### src/rtl/fwd_pkg.sv
// Shared types for the forwarding/interlock scoreboard: stage entry layout,
// forward-select encoding and the decode opcode classes.
package fwd_pkg;

    localparam int FWD_RF = 0;

    typedef enum logic [1:0] {
        OP_ALU  = 2'd0,
        OP_LOAD = 2'd1,
        OP_MC   = 2'd2
    } op_class_t;

    // Destination index travels beside the entry so the struct stays width-independent
    typedef struct packed {
        logic      valid;
        logic      wr;
        op_class_t cls;
    } stage_entry_t;

    function automatic op_class_t classify(input logic is_load, input logic is_mc);
        if (is_mc)
            return OP_MC;
        else if (is_load)
            return OP_LOAD;
        return OP_ALU;
    endfunction

    function automatic logic stage_ready(input op_class_t cls, input int stage,
                                         input int load_stage);
        case (cls)
            OP_ALU:  return 1'b1;
            OP_LOAD: return (stage >= load_stage);
            default: return 1'b0;
        endcase
    endfunction

endpackage

### src/rtl/fwd_port_match.sv
// Priority match of one source operand against the in-flight producer stages;
// the youngest live producer decides between forwarding and a RAW stall.
module fwd_port_match
    import fwd_pkg::*;
#(
    parameter int REGFILE_LEN      = 6,
    parameter int NUM_STAGES       = 3,
    parameter int LOAD_READY_STAGE = 2,
    parameter int SEL_WIDTH        = 2
) (
    input  logic [REGFILE_LEN-1:0]                  rs_i,
    input  logic                                    used_i,
    input  stage_entry_t [NUM_STAGES-1:0]           ent_i,
    input  logic [NUM_STAGES-1:0][REGFILE_LEN-1:0]  rd_i,
    output logic [SEL_WIDTH-1:0]                    sel_o,
    output logic                                    raw_stall_o
);

    logic                 hit;
    logic                 hit_ready;
    logic [SEL_WIDTH-1:0] hit_sel;

    always_comb begin
        hit       = 1'b0;
        hit_ready = 1'b0;
        hit_sel   = '0;
        // Walk oldest to youngest so the lowest matching stage overwrites
        for (int k = NUM_STAGES - 1; k >= 0; k--) begin
            if (ent_i[k].valid && ent_i[k].wr && (rd_i[k] != '0) && (rd_i[k] == rs_i)) begin
                hit       = 1'b1;
                hit_sel   = SEL_WIDTH'(k + 1);
                hit_ready = stage_ready(ent_i[k].cls, k, LOAD_READY_STAGE);
            end
        end
    end

    always_comb begin
        sel_o       = SEL_WIDTH'(FWD_RF);
        raw_stall_o = 1'b0;
        if (used_i && (rs_i != '0) && hit) begin
            if (hit_ready)
                sel_o = hit_sel;
            else
                raw_stall_o = 1'b1;
        end
    end

endmodule

### src/rtl/fwd_scoreboard.sv
// Decode-side forwarding and interlock unit: shadows in-flight destinations per
// stage, tracks multi-cycle results in a pending bitmap, drives fwd_sel and stall.
module fwd_scoreboard
    import fwd_pkg::*;
#(
    parameter int REGFILE_LEN      = 6,
    parameter int NUM_STAGES       = 3,
    parameter int NUM_READ_PORTS   = 2,
    parameter int LOAD_READY_STAGE = 2,
    parameter int SEL_WIDTH        = $clog2(NUM_STAGES + 1)
) (
    input  logic                                  clk,
    input  logic                                  rst,
    input  logic                                  hold,
    input  logic                                  flush,
    input  logic                                  issue_valid,
    input  logic [REGFILE_LEN-1:0]                issue_rd,
    input  logic                                  issue_reg_write,
    input  logic                                  issue_is_load,
    input  logic                                  issue_is_mc,
    input  logic [NUM_READ_PORTS*REGFILE_LEN-1:0] rs_ids,
    input  logic [NUM_READ_PORTS-1:0]             rs_used,
    input  logic                                  mc_done,
    input  logic [REGFILE_LEN-1:0]                mc_rd,
    output logic [NUM_READ_PORTS*SEL_WIDTH-1:0]   fwd_sel,
    output logic                                  stall
);

    localparam int NUM_REGS = 1 << REGFILE_LEN;

    stage_entry_t [NUM_STAGES-1:0]          ent_q, ent_d, ent_src;
    logic [NUM_STAGES-1:0][REGFILE_LEN-1:0] rd_q, rd_d;
    logic [NUM_REGS-1:0]                    pend_q, pend_d;

    logic [NUM_READ_PORTS-1:0] raw_stall;
    logic [NUM_READ_PORTS-1:0] pend_hit;
    logic                      waw;
    logic                      mc_busy;
    logic                      issue_fire;
    logic                      kill_mc;

    for (genvar p = 0; p < NUM_READ_PORTS; p++) begin : g_port
        logic [REGFILE_LEN-1:0] rs;
        assign rs = rs_ids[p*REGFILE_LEN +: REGFILE_LEN];

        fwd_port_match #(
            .REGFILE_LEN      (REGFILE_LEN),
            .NUM_STAGES       (NUM_STAGES),
            .LOAD_READY_STAGE (LOAD_READY_STAGE),
            .SEL_WIDTH        (SEL_WIDTH)
        ) u_match (
            .rs_i        (rs),
            .used_i      (rs_used[p]),
            .ent_i       (ent_q),
            .rd_i        (rd_q),
            .sel_o       (fwd_sel[p*SEL_WIDTH +: SEL_WIDTH]),
            .raw_stall_o (raw_stall[p])
        );

        assign pend_hit[p] = rs_used[p] && (rs != '0) && pend_q[rs];
    end

    always_comb begin
        waw     = issue_reg_write && pend_q[issue_rd];
        mc_busy = issue_is_mc && (|pend_q);
        stall   = issue_valid && !flush &&
                  ((|raw_stall) || (|pend_hit) || waw || mc_busy);
    end

    assign issue_fire = issue_valid && !stall && !flush;
    assign kill_mc    = flush && ent_q[0].valid && (ent_q[0].cls == OP_MC);

    // Flush kills the stage-0 entry whether or not the pipe is advancing
    always_comb begin
        ent_src = ent_q;
        if (flush)
            ent_src[0].valid = 1'b0;
    end

    always_comb begin
        ent_d  = ent_src;
        rd_d   = rd_q;
        pend_d = pend_q;
        if (!hold) begin
            for (int k = NUM_STAGES - 1; k >= 1; k--) begin
                ent_d[k] = ent_src[k-1];
                rd_d[k]  = rd_q[k-1];
            end
            ent_d[0].valid = issue_fire;
            ent_d[0].wr    = issue_reg_write;
            ent_d[0].cls   = classify(issue_is_load, issue_is_mc);
            rd_d[0]        = issue_rd;
        end
        if (mc_done)
            pend_d[mc_rd] = 1'b0;
        if (kill_mc)
            pend_d[rd_q[0]] = 1'b0;
        // A new set is applied last so it wins over a same-register clear
        if (!hold && issue_fire && issue_is_mc && (issue_rd != '0))
            pend_d[issue_rd] = 1'b1;
    end

    always_ff @(posedge clk) begin
        if (rst) begin
            ent_q  <= '0;
            rd_q   <= '0;
            pend_q <= '0;
        end else begin
            ent_q  <= ent_d;
            rd_q   <= rd_d;
            pend_q <= pend_d;
        end
    end

endmodule

### config.mk
export PLATFORM = sky130hd
export DESIGN_NAME = fwd_scoreboard
export DESIGN_NICKNAME = d
export VERILOG_FILES = /design/src/rtl/fwd_pkg.sv /design/src/rtl/fwd_port_match.sv /design/src/rtl/fwd_scoreboard.sv
export SDC_FILE = /design/constraint.sdc
export NUM_CORES = 1
export LEC_CHECK = 0
export ABC_CLOCK_PERIOD_IN_PS = 10300
export BUFFER_PORTS_ARGS = -buffer_cell sky130_fd_sc_hd__buf_2
export CAP_MARGIN = 20
export CORE_MARGIN = 2
export CORE_UTILIZATION = 40
export DETAILED_ROUTE_END_ITERATION = 6
export SKIP_LAST_GASP = 1
export SYNTH_ARGS = -nofsm -noshare
export SYNTH_HDL_FRONTEND = slang
export SYNTH_SLANG_ARGS = --single-unit
export TNS_END_PERCENT = 1
### constraint.sdc
create_clock -name clk -period 10.3 [get_ports clk]
set_input_delay 2.06 -clock clk [delete_from_list [all_inputs] [get_ports clk]]
set_output_delay 2.06 -clock clk [all_outputs]
set_load 0.005 [all_outputs]
==> summary.txt <==
Outcome
  – Status: complete, no violations

Hold path
  – Min-delay src: ent_q[11]
  – Hold Path Depth: 2
  – Hold Path Class: reg -> reg
  – Worst Hold End: ent_q[11]

Critical path
  – CP max-delay cell: mux4_2
  – CP Cell Sequence: buf_2, mux4_2, or3b_2, nand4_1, a21oi_1, a32o_1, nor4_4, a21oi_1, buf_2
  – FF-to-FF Start: rd_q[4]
  – Crit-path max FO: 21
  – CP arrival: roughly 5.0 ns
  – R2R depth: 8
  – WS Path Type: in -> out
  – Slowest cell delay on critical path: 0.57 ns
  – Kind of start point of the critical path: input pin
  – R2R Path End: pend_q[8]
  – Worst path bufs/invs: 2
  – Critical Path End Type: output pin
  – Largest delay share family, worst path: simple AND/OR/NAND/NOR gates
  – Req. time, crit path: 8.24 ns
  – Reg2reg setup slack: 6.27 ns

Route
  – WL per Instance: 26.4 um
  – Iteration-0 DRC Markers: 873
  – Vias after detailed routing: a little under 7000
  – Post-route DRC: 0
  – Final ANT Viol Nets: 0
  – Vias per cell: ~7
  – Drt first pass iters: 6
  – Post-Route WL: 25.7 mm

Global route
  – Overflow left after global routing: 0
  – Initial antenna violation count: 0
  – Vias in the first global route: about 6400
  – All-Layer GR Usage: 0.285
  – Largest net degree at the start of global routing: 63
  – First-pass GRT wire length: 38.8 mm

Synth
  – Synth Instances: around 760
  – Cell taking the most area after synthesis: dfxtp_1
  – Synth async-reset ratio: 0
  – Syn Nets: 796
  – Synth unique cells: 59
  – Netlist Area Pre-Place: 6710 um2
  – Synth top area share: 0.278
  – Dominant cells by area after synthesis: dfxtp_1 28%, mux4_2 9.7%, o2111ai_1 8.1%
  – Post-synth EDFFs: 0
  – Yosys warning total: 0
  – Register area share after synthesis: 0.278
  – Synth Flop Type: dfxtp_1
  – Syn Area/Cell: approximately 8.8 um2
  – Register bit total from synthesis: 93

Clock tree
  – Clock net sink count: between 90 and 100
  – Cts bufs inserted: 9
  – Clock root buffer master: clkbuf_16
  – Hold buffers post-CTS: 0
  – Clock-pin slew on the worst setup and hold paths: 0.07 ns
  – Post-CTS setup buffers: 0
  – Gates resized, CTS repair: 0
  – Clk Latency, worst-skew pair: 0.36 ns
  – Maximum clock insertion buffer count: 2
  – CTS tree: done
  – H-tree lvl count: 3

STA
  – Hold_ws: between 0.5 and 0.6 ns
  – Crit share post-route: 0.687
  – Fmax: 141 MHz
  – Endpoints failing setup: 0
  – Fin crit period: 7.07 ns
  – Hold Vio Cnt, Final: 0
  – Final Max Tran Viols: 0
  – RSZ-0062 raised after global routing: no
  – TNS Setup: 0 ns
  – Clock skew: 0.0149 ns
  – Worst setup margin: between 3 and 4 ns
  – Worst Max-Slew Pin Slew: 1.08 ns
  – Slew margin rel.: 0.279

Floorplan
  – Core area: 16500 um2
  – Initial Util: 0.407
  – Die W: 133 um
  – Rows: 47
  – IO Pins: 40
  – Die ar.: around 18000 um2
  – DIE HEIGHT: 133 um

Power
  – Leak: between 0.002 and 0.0025 uW
  – Int Power: 596 uW
  – VDD IR max: 0.0833 mV
  – Net Switching: around 230 uW
  – Gate power share: 0.139
  – Total power per unit cell area: 114 nW/um2
  – Switch share: 0.280
  – Clock share of power: 0.410
  – Seq pwr share: 0.451

Final layout
  – Commonest non-fill, non-tap cell in the layout: dfxtp_1
  – Final cell utilization of the core: 0.439
  – # diodes: 0
  – Final nets: 787
  – Area delta synth->final: 7.82%
  – Commonest cells after routing, fill and taps aside: 93 x dfxtp_1, 62 x o2111ai_1, 61 x nor2_1, 60 x o21ai_0
  – Share of cells above drive strength 1: 0.202

Placed design
  – DP Worst Slack: 3.26 ns
  – Port-buffer cells: 39
  – RePlAce Congestion: 0.981
  – DP Wirelength: between 15 and 20 mm

Job
  – Max-cap viol count: 0
-- worst max-delay path by stage --
stage               startpoint  cells after the start     to  slack, ns
finish               rs_ids[6]                      9  stall       3.23
global route         rs_ids[6]                      9  stall       3.09
CTS                  rs_ids[6]                      9  stall       3.25
detailed placement   rs_ids[6]                      9  stall       3.26
global placement     rs_ids[6]                      9  stall       3.28
floorplan            rs_ids[0]                      8  stall       4.16
-- power groups by stage --
stage,sequential (uW),clock [uW],combinational [uW]
floorplan,375,0,86.2
global placement,381,0,111
detailed placement,381,0,113
CTS,373,341,113
global route,374,356,123
finish,373,339,115
-- flip-flops by register name, summed over array words and instances (netlist names) --
name,flops
rd_q,18
ent_q,11
pend_q,64
-- layer usage --
layer	global-route usage	wire length, um
met1	0.404	10700
met2	0.440	11600
met3	0.0521	2740
met4	0.0952	682
met5	0	0
-- cell type report --
type | count | area (um2)
fill | 1651 | 9240
clock inverter | 5 | 58.8
clock buffer | 10 | 239
sequential | 93 | 1860
tap | 220 | 275
multi-input combinational | 604 | 4580
timing repair buffer | 39 | 195
inverter | 5 | 18.8
-- cell families (layout without fill, tap and decap cells) --
kind of cell,after synthesis,after routing,share of synthesized area
compound gates,180,180,0.196
xor+xnor,36,36,0.0470
buf+inv,64,59,0.0392
flops,93,93,0.278
mux,92,92,0.193
simple gates,296,296,0.246
-- worst reg2reg max path: cells and delay by family, from the launching register on --
| family | cells | cell delay (ns) |
|---|---|---|
| DFF | 1 | 0.75 |
| AOI/OAI and AO/OA | 3 | 0.85 |
| and+or+nand+nor | 5 | 2.33 |
-- through the flow --
step,area (um2),power [uW],std cells
finish,7230,827,976
global route,7230,853,976
CTS,7230,827,976
detailed placement,6930,494,961
global placement,6930,491,961
floorplan,6710,461,761
-- cells in the mapped netlist, types with 5 or more instances --
cell and count:
buf_2 9, dfxtp_1 93, o21ai_0 60, xor2_1 22, nor4b_1 5, clkbuf_1 39
or3_1 5, nand2_1 37, xnor2_1 14, nand4b_1 7, or2_2 52, nand2b_1 5
nor2_1 61, nand3b_1 8, nor3b_1 6, mux4_2 29, o41ai_1 9, nand4_1 22
a221oi_1 7, mux2_2 11, nor2b_1 14, nand3_1 23, nor3_1 10, a22oi_1 5
buf_1 9, a21oi_1 6, nor4_1 25, o2111ai_1 62, mux2i_1 52
Note: power is estimated with default switching activity, not from simulation.
